==> src/rtl/op_sequencer.sv <==
// ============================================================================
// op_sequencer : drives one shared 3-bit ripple adder to perform ADD/SUB/MUL/
//                INC; optional macro OPSEQ_ACCUM_EN turns op=11 into ACC.
// Revision     : 1.0  initial release
// ============================================================================
`default_nettype none

module op_sequencer #(
  parameter int W  = 3,
  parameter int RW = 2 * W
) (
  input  logic          clk,
  input  logic          rst,
  input  logic          start,
  input  logic [1:0]    op,
  input  logic [W-1:0]  a,
  input  logic [W-1:0]  b,
  output logic [W-1:0]  add_a,
  output logic [W-1:0]  add_b,
  output logic          add_cin,
  input  logic [W-1:0]  add_s,
  input  logic          add_cout,
  output logic          busy,
  output logic          done,
  output logic [RW-1:0] result,
  output logic          neg
);

  typedef enum logic [2:0] {
    S_IDLE = 3'd0,
    S_LO   = 3'd1,
    S_HI   = 3'd2,
    S_NEG2 = 3'd3,
    S_DONE = 3'd4
  } state_t;

  localparam logic [1:0] c_OP_ADD = 2'b00;
  localparam logic [1:0] c_OP_SUB = 2'b01;
  localparam logic [1:0] c_OP_MUL = 2'b10;
  localparam logic [1:0] c_OP_INC = 2'b11;

  state_t        r_state, w_next;
  logic [1:0]    r_op;
  logic [W-1:0]  r_a, r_b, r_cnt;
  logic [RW-1:0] r_acc, r_result;
  logic          r_carry, r_neg;
  logic          w_multi;

  // Multi-pass ops loop LO/HI on r_acc; the loop test sits at the top of LO.
`ifdef OPSEQ_ACCUM_EN
  assign w_multi = (r_op == c_OP_MUL) || (r_op == c_OP_INC);
`else
  assign w_multi = (r_op == c_OP_MUL);
`endif

  always_ff @(posedge clk or posedge rst) begin
    if (rst) r_state <= S_IDLE;
    else     r_state <= w_next;
  end

  always_comb begin
    w_next  = r_state;
    add_a   = '0;
    add_b   = '0;
    add_cin = 1'b0;
    case (r_state)
      S_IDLE: begin
        if (start) w_next = (op == c_OP_MUL && b == '0) ? S_DONE : S_LO;
      end
      S_LO: begin
        if (w_multi) begin
          add_a  = r_acc[W-1:0];
          add_b  = r_a;
          w_next = (r_cnt == '0) ? S_DONE : S_HI;
        end else if (r_op == c_OP_SUB) begin
          add_a   = r_a;
          add_b   = ~r_b;
          add_cin = 1'b1;
          w_next  = add_cout ? S_DONE : S_NEG2;
        end else begin
          add_a   = r_a;
          add_b   = r_b;
          add_cin = (r_op == c_OP_INC);
          w_next  = S_DONE;
        end
      end
      S_HI: begin
        add_a   = r_acc[RW-1:W];
        add_cin = r_carry;
        w_next  = S_LO;
      end
      S_NEG2: begin
        add_a   = r_b;
        add_b   = ~r_a;
        add_cin = 1'b1;
        w_next  = S_DONE;
      end
      S_DONE:  w_next = S_IDLE;
      default: w_next = S_IDLE;
    endcase
  end

  always_ff @(posedge clk or posedge rst) begin
    if (rst) begin
      r_op     <= c_OP_ADD;
      r_a      <= '0;
      r_b      <= '0;
      r_cnt    <= '0;
      r_acc    <= '0;
      r_carry  <= 1'b0;
      r_result <= '0;
      r_neg    <= 1'b0;
    end else begin
      case (r_state)
        S_IDLE: begin
          if (start) begin
            r_op    <= op;
            r_a     <= a;
            r_b     <= b;
            r_cnt   <= b;
            r_acc   <= '0;
            r_carry <= 1'b0;
            r_neg   <= 1'b0;
`ifdef OPSEQ_ACCUM_EN
            if (op == c_OP_INC) begin
              r_cnt <= W'(1);
              r_acc <= r_result;
            end
`endif
            if (op == c_OP_MUL && b == '0) r_result <= '0;
          end
        end
        S_LO: begin
          if (w_multi) begin
            if (r_cnt == '0) begin
              r_result <= r_acc;
            end else begin
              r_acc[W-1:0] <= add_s;
              r_carry      <= add_cout;
            end
          end else if (r_op == c_OP_SUB) begin
            if (add_cout) r_result <= {{(RW-W){1'b0}}, add_s};
          end else begin
            r_result <= {{(RW-W-1){1'b0}}, add_cout, add_s};
          end
        end
        S_HI: begin
          r_acc[RW-1:W] <= add_s;
          r_cnt         <= r_cnt - W'(1);
`ifdef OPSEQ_ACCUM_EN
          // Carry out of the high pass flags accumulator wrap.
          if (r_op == c_OP_INC) r_neg <= add_cout;
`endif
        end
        S_NEG2: begin
          r_result <= {{(RW-W){1'b0}}, add_s};
          r_neg    <= 1'b1;
        end
        default: ;
      endcase
    end
  end

  assign busy   = (r_state != S_IDLE);
  assign done   = (r_state == S_DONE);
  assign result = r_result;
  assign neg    = r_neg;

endmodule

`default_nettype wire
==> config.mk <==
export PLATFORM = sky130hd
export DESIGN_NAME = op_sequencer
export DESIGN_NICKNAME = d
export VERILOG_FILES = /design/src/rtl/op_sequencer.sv
export SDC_FILE = /design/constraint.sdc
export NUM_CORES = 1
export LEC_CHECK = 0
export BUFFER_PORTS_ARGS = -buffer_cell sky130_fd_sc_hd__buf_2
export CORE_MARGIN = 4
export CORE_UTILIZATION = 49
export DETAILED_ROUTE_END_ITERATION = 16
export PLACE_DENSITY = 0.75
export SLEW_MARGIN = 20
export SYNTH_ARGS = -nofsm -noshare
export SYNTH_HDL_FRONTEND = slang
export SYNTH_SLANG_ARGS = --single-unit
==> constraint.sdc <==
create_clock -name clk -period 1.58 [get_ports clk]
set_input_delay 0.079 -clock clk [delete_from_list [all_inputs] [get_ports clk]]
set_output_delay 0.079 -clock clk [all_outputs]
set_load 0.005 [all_outputs]
Yosys cells after proc, flatten, opt, wreduce, memory -nomap -nowiden
Cells that the tools add are included.
{"block": "classes", "addsub": 1, "eq_ne": 14, "mux": 34, "n_bitwise": 2, "reduce_logical": 14}
{"operator": "2-to-1 mux 6 bit", "n": 7}
{"operator": "2-to-1 mux 3 bit", "n": 12}
{"operator": "case mux 3 bit (2 select lines)", "n": 4}
{"operator": "case mux 6 bit (3 select lines)", "n": 1}
{"operator": "case mux 3 bit (4 select lines)", "n": 1}
{"operator": "logical NOT 3 bit", "n": 3}
{"operator": "case mux 3 bit (3 select lines)", "n": 1}
{"operator": "!= test 2 bit (second input constant)", "n": 4}
{"operator": "== test 2 bit (second input constant)", "n": 3}
{"operator": "== test 3 x 2 -> 1 bit (second input constant)", "n": 2}
{"operator": "NOT 3 bit", "n": 2}
{"operator": "AND reduction 2 bit", "n": 3}
{"operator": "nonzero test 2 bit", "n": 3}
{"operator": "nonzero test 3 bit", "n": 2}
{"operator": "2-to-1 mux 1 bit", "n": 5}
{"operator": "AND reduction 5 bit", "n": 1}
{"operator": "!= test 4 bit (second input constant)", "n": 1}
{"operator": "case mux 1 bit (2 select lines)", "n": 2}
{"operator": "AND reduction 4 bit", "n": 1}
{"operator": "== test 3 x 1 -> 1 bit (second input constant)", "n": 1}
{"operator": "== test 3 bit (second input constant)", "n": 1}
{"operator": "!= test 3 bit (second input constant)", "n": 1}
{"operator": "case mux 1 bit (3 select lines)", "n": 1}
{"operator": "subtractor 3 x 1 -> 3 bit (second input constant)", "n": 1}
{"operator": "other kinds (2)", "n": 2}
{"block": "word_totals", "regBits": 28, "input_bits": 15, "output_inout_bits": 16, "elab_cells": 75}

Longest topological paths before layout
{"block": "logic_depth", "depth_word": 5, "mapped_depth": 6, "ltp_nobuf": 6}

Least setup slack after synthesis
Ideal clock, no wire load.
{"block": "synth_path", "path_kind": "register -> register", "start": "register r_state[0]", "end": "register r_result[0], in the netlist result[0]", "setup_ps": 125, "arrival_time_ps": 1436, "t_required_ps": 1455, "setup_slack_ps": 19, "path_stages_with_launch": 5, "path_buffers": 0, "synth_period_minus_slack_ps": 1561, "cell_sequence": "dfrtp_1 nor3b_4 nand3_1 nand4_4 mux2_4"}
{"block": "synth_via", "elab_chain_len": 3, "word_cells_on_any_way": 10, "classes_between": "eq/ne (6); mux (1); reduce/logical (3)"}
{"element": "start: declaration", "line_no": "42", "source": "state_t r_state, w_next;"}
{"element": "start signal: assignment", "line_no": "58", "source": "else r_state <= w_next;"}
{"element": "== test 3 x 1 -> 1 bit (tied with other cells)", "line_no": "114", "source": "case (r_state)"}
{"element": "!= test 4 bit (no source line) (tied with other cells)"}
{"element": "AND reduction 5 bit (no source line)"}
{"element": "end signal: assignment", "line_no": "136", "source": "r_result <= r_acc;"}
{"element": "end signal: assignment", "line_no": "142", "source": "if (add_cout) r_result <= {{(RW-W){1'b0}}, add_s};"}
{"element": "end signal: assignment", "line_no": "144", "source": "r_result <= {{(RW-W-1){1'b0}}, add_cout, add_s};"}
{"element": "end: declaration", "line_no": "45", "source": "logic [RW-1:0] r_acc, r_result;"}
Several ways; a longest one is shown, not always the timed one.
A chain may end at the register's enable or synchronous reset.

Final worst setup path
{"block": "layout_path", "start": "register r_state[1]", "end": "register r_result[1], in the netlist result[1]"}
The elaborated chain is that of the path after synthesis.

==> impl_metrics.ini <==
[min_path]
holdPathStages = 3
hold_class = in2reg
min-delay-start = b[0]
min_to = r_b[0]$_DFFE_PP0P_

[critical_path]
critPathCaptureType = flip-flop
cp_cell_sequence = buf_12 -> nor3b_4 -> nand3_2 -> nand4_4 -> mux2_4
max_stage_delay_ns = 0.48
critPathRequiredTime_ns = 1.82
crit_path_top_delay_cell = dfrtp_2
r2r_setup_slack_ns = -0.12
r2r-start = r_state[1]$_DFFE_PP0P_
worstReg2RegEnd = result[1]$_DFFE_PP0P_
cp_max_fo = 5
cp-start-kind = flip-flop
worstRegToRegCells = 5
setup.worst_path.class = reg2reg
critPathArrivalTime_ns = 1.93

[floorplan]
fp.dieArea_sq_um = 4210
ios = 31
initial_core_util_pct = 51.5
die_w_microns = 64.9
core_sq_um = 3080
die_y_microns = 64.9
rows = 20

[global_routing]
grtUsageMet3_pct = 1.73
antenna_found_initial = 0
use_met2_pct = 40.5
grt_pass1_vias = 1568
grt_use_total_pct = 22.7
grt_pass1_wl_mm = 7.43
use_met1_pct = 28.3
grt_max_degree = 29
grt-ovfl-total = 0
grt.busiest_layer = met2

[yosys]
yosys-top-cells-area = dfrtp_1 (44%), nand2_1 (11%), mux2i_1 (6.3%), nand3_1 (3.2%), mux2_4 (2.8%)
synthesis.nets = 189
synthArstFlopShare_pct = 100
ys_ff_latch = 28
netlist_area_sq_um = 1590
synth-edff-count = 0
syn_inst = 172
ys_seq_area_share_pct = 44.2
synth_top_area_share_pct = 44.2
synth_ff_type = dfrtp_1
synth_top_family_by_area = simple AND/OR/NAND/NOR gates
yosys.area_share.simple_pct = 25.6
synth_compound_area_share_pct = 11.7
yosys_warnings = 0
yosys.area.top_type = dfrtp_1
synth.area.mux_share_pct = 11.3
synth_adder_area_share_pct = 1.58
synth_area_per_cell_sq_um = 9.22
yosys.area_share.xor_xnor_pct = 1.66
synth_cell_types = 33

[clock_network]
insertion_delay_ns = 0.34
root_buffer = clkbuf_4
cts_buffers = 3
cts.sinks = 28
clockBufferDepth = 2
cts-htree-levels = 1
cts_tree = yes
clkSlewWorstSetupHoldPaths_ns = 0.16

[drt]
vias_per_cell = 5.28
drtAntennaViolNets = 0
drt_iter0_drc = 41
post-route-drc-count = 0
wl_per_cell_microns = 15.5
wirelength_mm = 4.41
dr.pass1.iters = 4
vias = 1500

[power]
power_switching_mw = 1.69
p_sw_share_pct = 41.1
powerDensity_nw_per_um2 = 1820
power_leakage_nw = 1.14
seq_power_share_pct = 29.9
internal_power_mw = 2.42
p_comb_share_pct = 61.2
peakVddDrop_uv = 921
clkPwrFrac_pct = 8.9
power_mw = 4.11

[cells_and_area]
drive_above_1_share_pct = 37.9
design_area_sq_um = 2260
nets = 258
num_antenna_cells = 0
area.growth.synth_to_final_pct = 42.6

[timing]
rsz0062_at_grt = true
setup_tns_ns = -1.16
setup_viol = 12
hold_viol_final = 0
period_share_pct = 107
post-route-min-period_ns = 1.70
hold_slack_ns = 0.00768
fmax_mhz = 589
worst_clock_skew_ns = 0.0121
drv_slew = 0
relSlewSlack_pct = 73.6
setup_ws_ns = -0.117
tightest_slew_ns = 0.394

[job]
cap_viol_max_count = 0

[place]
dp_hpwl_mm = 3.10
gp_congestion = 0.869
place_area_sq_um = 1910
portBuffers = 30

[run_status]
status = finished with violations
violations = negative setup slack
## metal layers
layer | wire [microns] | up-vias
met3 | 139 | 11
li1 | - | 725
met1 | 1880 | 724
met4 | 108 | 0
met5 | 0 | -
met2 | 2270 | 40
## synthesized netlist by cell type (2+ instances only)
master / count
nor2_1: 9
ha_1: 2
inv_1: 9
mux2_2: 3
o211ai_1: 3
a22o_1: 3
nand2_1: 47
clkbuf_1: 3
mux2_4: 3
o21ai_0: 6
a21oi_1: 5
dfrtp_1: 28
nand3_1: 10
mux2i_1: 10
o22ai_1: 3
a2bb2oi_1: 3
nand2b_1: 3
xnor2_1: 3
nor3b_1: 2
buf_2: 4
## worst max-delay path by stage
| stage | cells past startpoint | slack (ns) | from | end |
|---|---|---|---|---|
| CTS | 5 | -0.1 | r_state[0]$_DFFE_PP0P_ | add_b[0] |
| global placement | 5 | -0.03 | r_state[0]$_DFFE_PP0P_ | result[2]$_DFFE_PP0P_ |
| floorplan | 4 | 0.02 | r_state[0]$_DFFE_PP0P_ | result[0]$_DFFE_PP0P_ |
| global route | 5 | -0.21 | r_state[0]$_DFFE_PP0P_ | add_b[1] |
| finish | 5 | -0.12 | r_state[1]$_DFFE_PP0P_ | result[1]$_DFFE_PP0P_ |
| detailed placement | 5 | -0.02 | r_state[0]$_DFFE_PP0P_ | result[2]$_DFFE_PP0P_ |
## state kept, by name (all words and copies together), names as in the netlist
signal / flops
r_cnt: 3
r_a: 3
r_state: 3
r_op: 2
r_b: 3
result: 6
r_acc: 6
neg: 1
r_carry: 1
## power by group through the flow
stage               Combinational, mW  Sequential [mW]  Clock (mW)
floorplan                        1.33             1.16           0
global placement                 1.93             1.21           0
detailed placement               2.00             1.23           0
CTS                              2.26             1.21       0.362
global route                     2.74             1.28       0.394
finish                           2.52             1.23       0.364
## worst max-delay path: cells and delay by family (launching register included)
| family | cells | cell delay [ns] |
|---|---|---|
| buffers and inverters | 1 | 0.14 |
| DFF | 1 | 0.48 |
| muxes | 1 | 0.31 |
| and+or+nand+nor | 3 | 0.66 |
## cell usage in the layout, fill, tap and decap left out, drive strengths merged, types with 4 or more instances in the layout
cell / count
nand3: 10
inv: 9
o21ai: 8
nand2: 47
clkbuf: 4
a21oi: 5
mux2i: 10
dfrtp: 28
dlygate4sd3: 11
nor2: 9
buf: 60
mux2: 6
## final cells by class
| cell class | count | area (sq um) |
|---|---|---|
| Fill cell | 226 | 816 |
| Timing Repair Buffer | 71 | 533 |
| Clock buffer | 4 | 36.3 |
| Sequential cell | 28 | 703 |
| Inverter | 9 | 33.8 |
| Multi-Input combinational cell | 128 | 901 |
| Tap cell | 44 | 55.1 |
## cells by family (layout without fill, tap and decap cells)
group | after synthesis | count (layout)
buffers and inverters | 16 | 84
DFF | 28 | 28
muxes | 16 | 16
AOI/OAI and AO/OA | 27 | 27
xor gates and xnor gates | 3 | 3
and+or+nand+nor | 80 | 80
adders and majority gates | 2 | 2
## metrics by stage
| step | util [%] | instances | setup slack (ns) |
|---|---|---|---|
| floorplan | - | 172 | 0.0192 |
| global placement | 62.1 | 259 | -0.0284 |
| detailed placement | 62.1 | 259 | -0.0235 |
| CTS | 70.6 | 281 | -0.0957 |
| global route | 73.5 | 284 | -0.214 |
| finish | 73.5 | 284 | -0.117 |
## repair_timing
item | 4_1_cts | 5_1_grt
hold endpoints to repair | 38 | 0
hold buffers | 11 | 0
gates resized for setup | 15 | 15
endpoints found under the setup margin | 10 | 26
buffers inserted | 7 | 3
gates cloned | 0 | 1
pin swaps | 4 | 5
(Power assumes the default switching activity.)
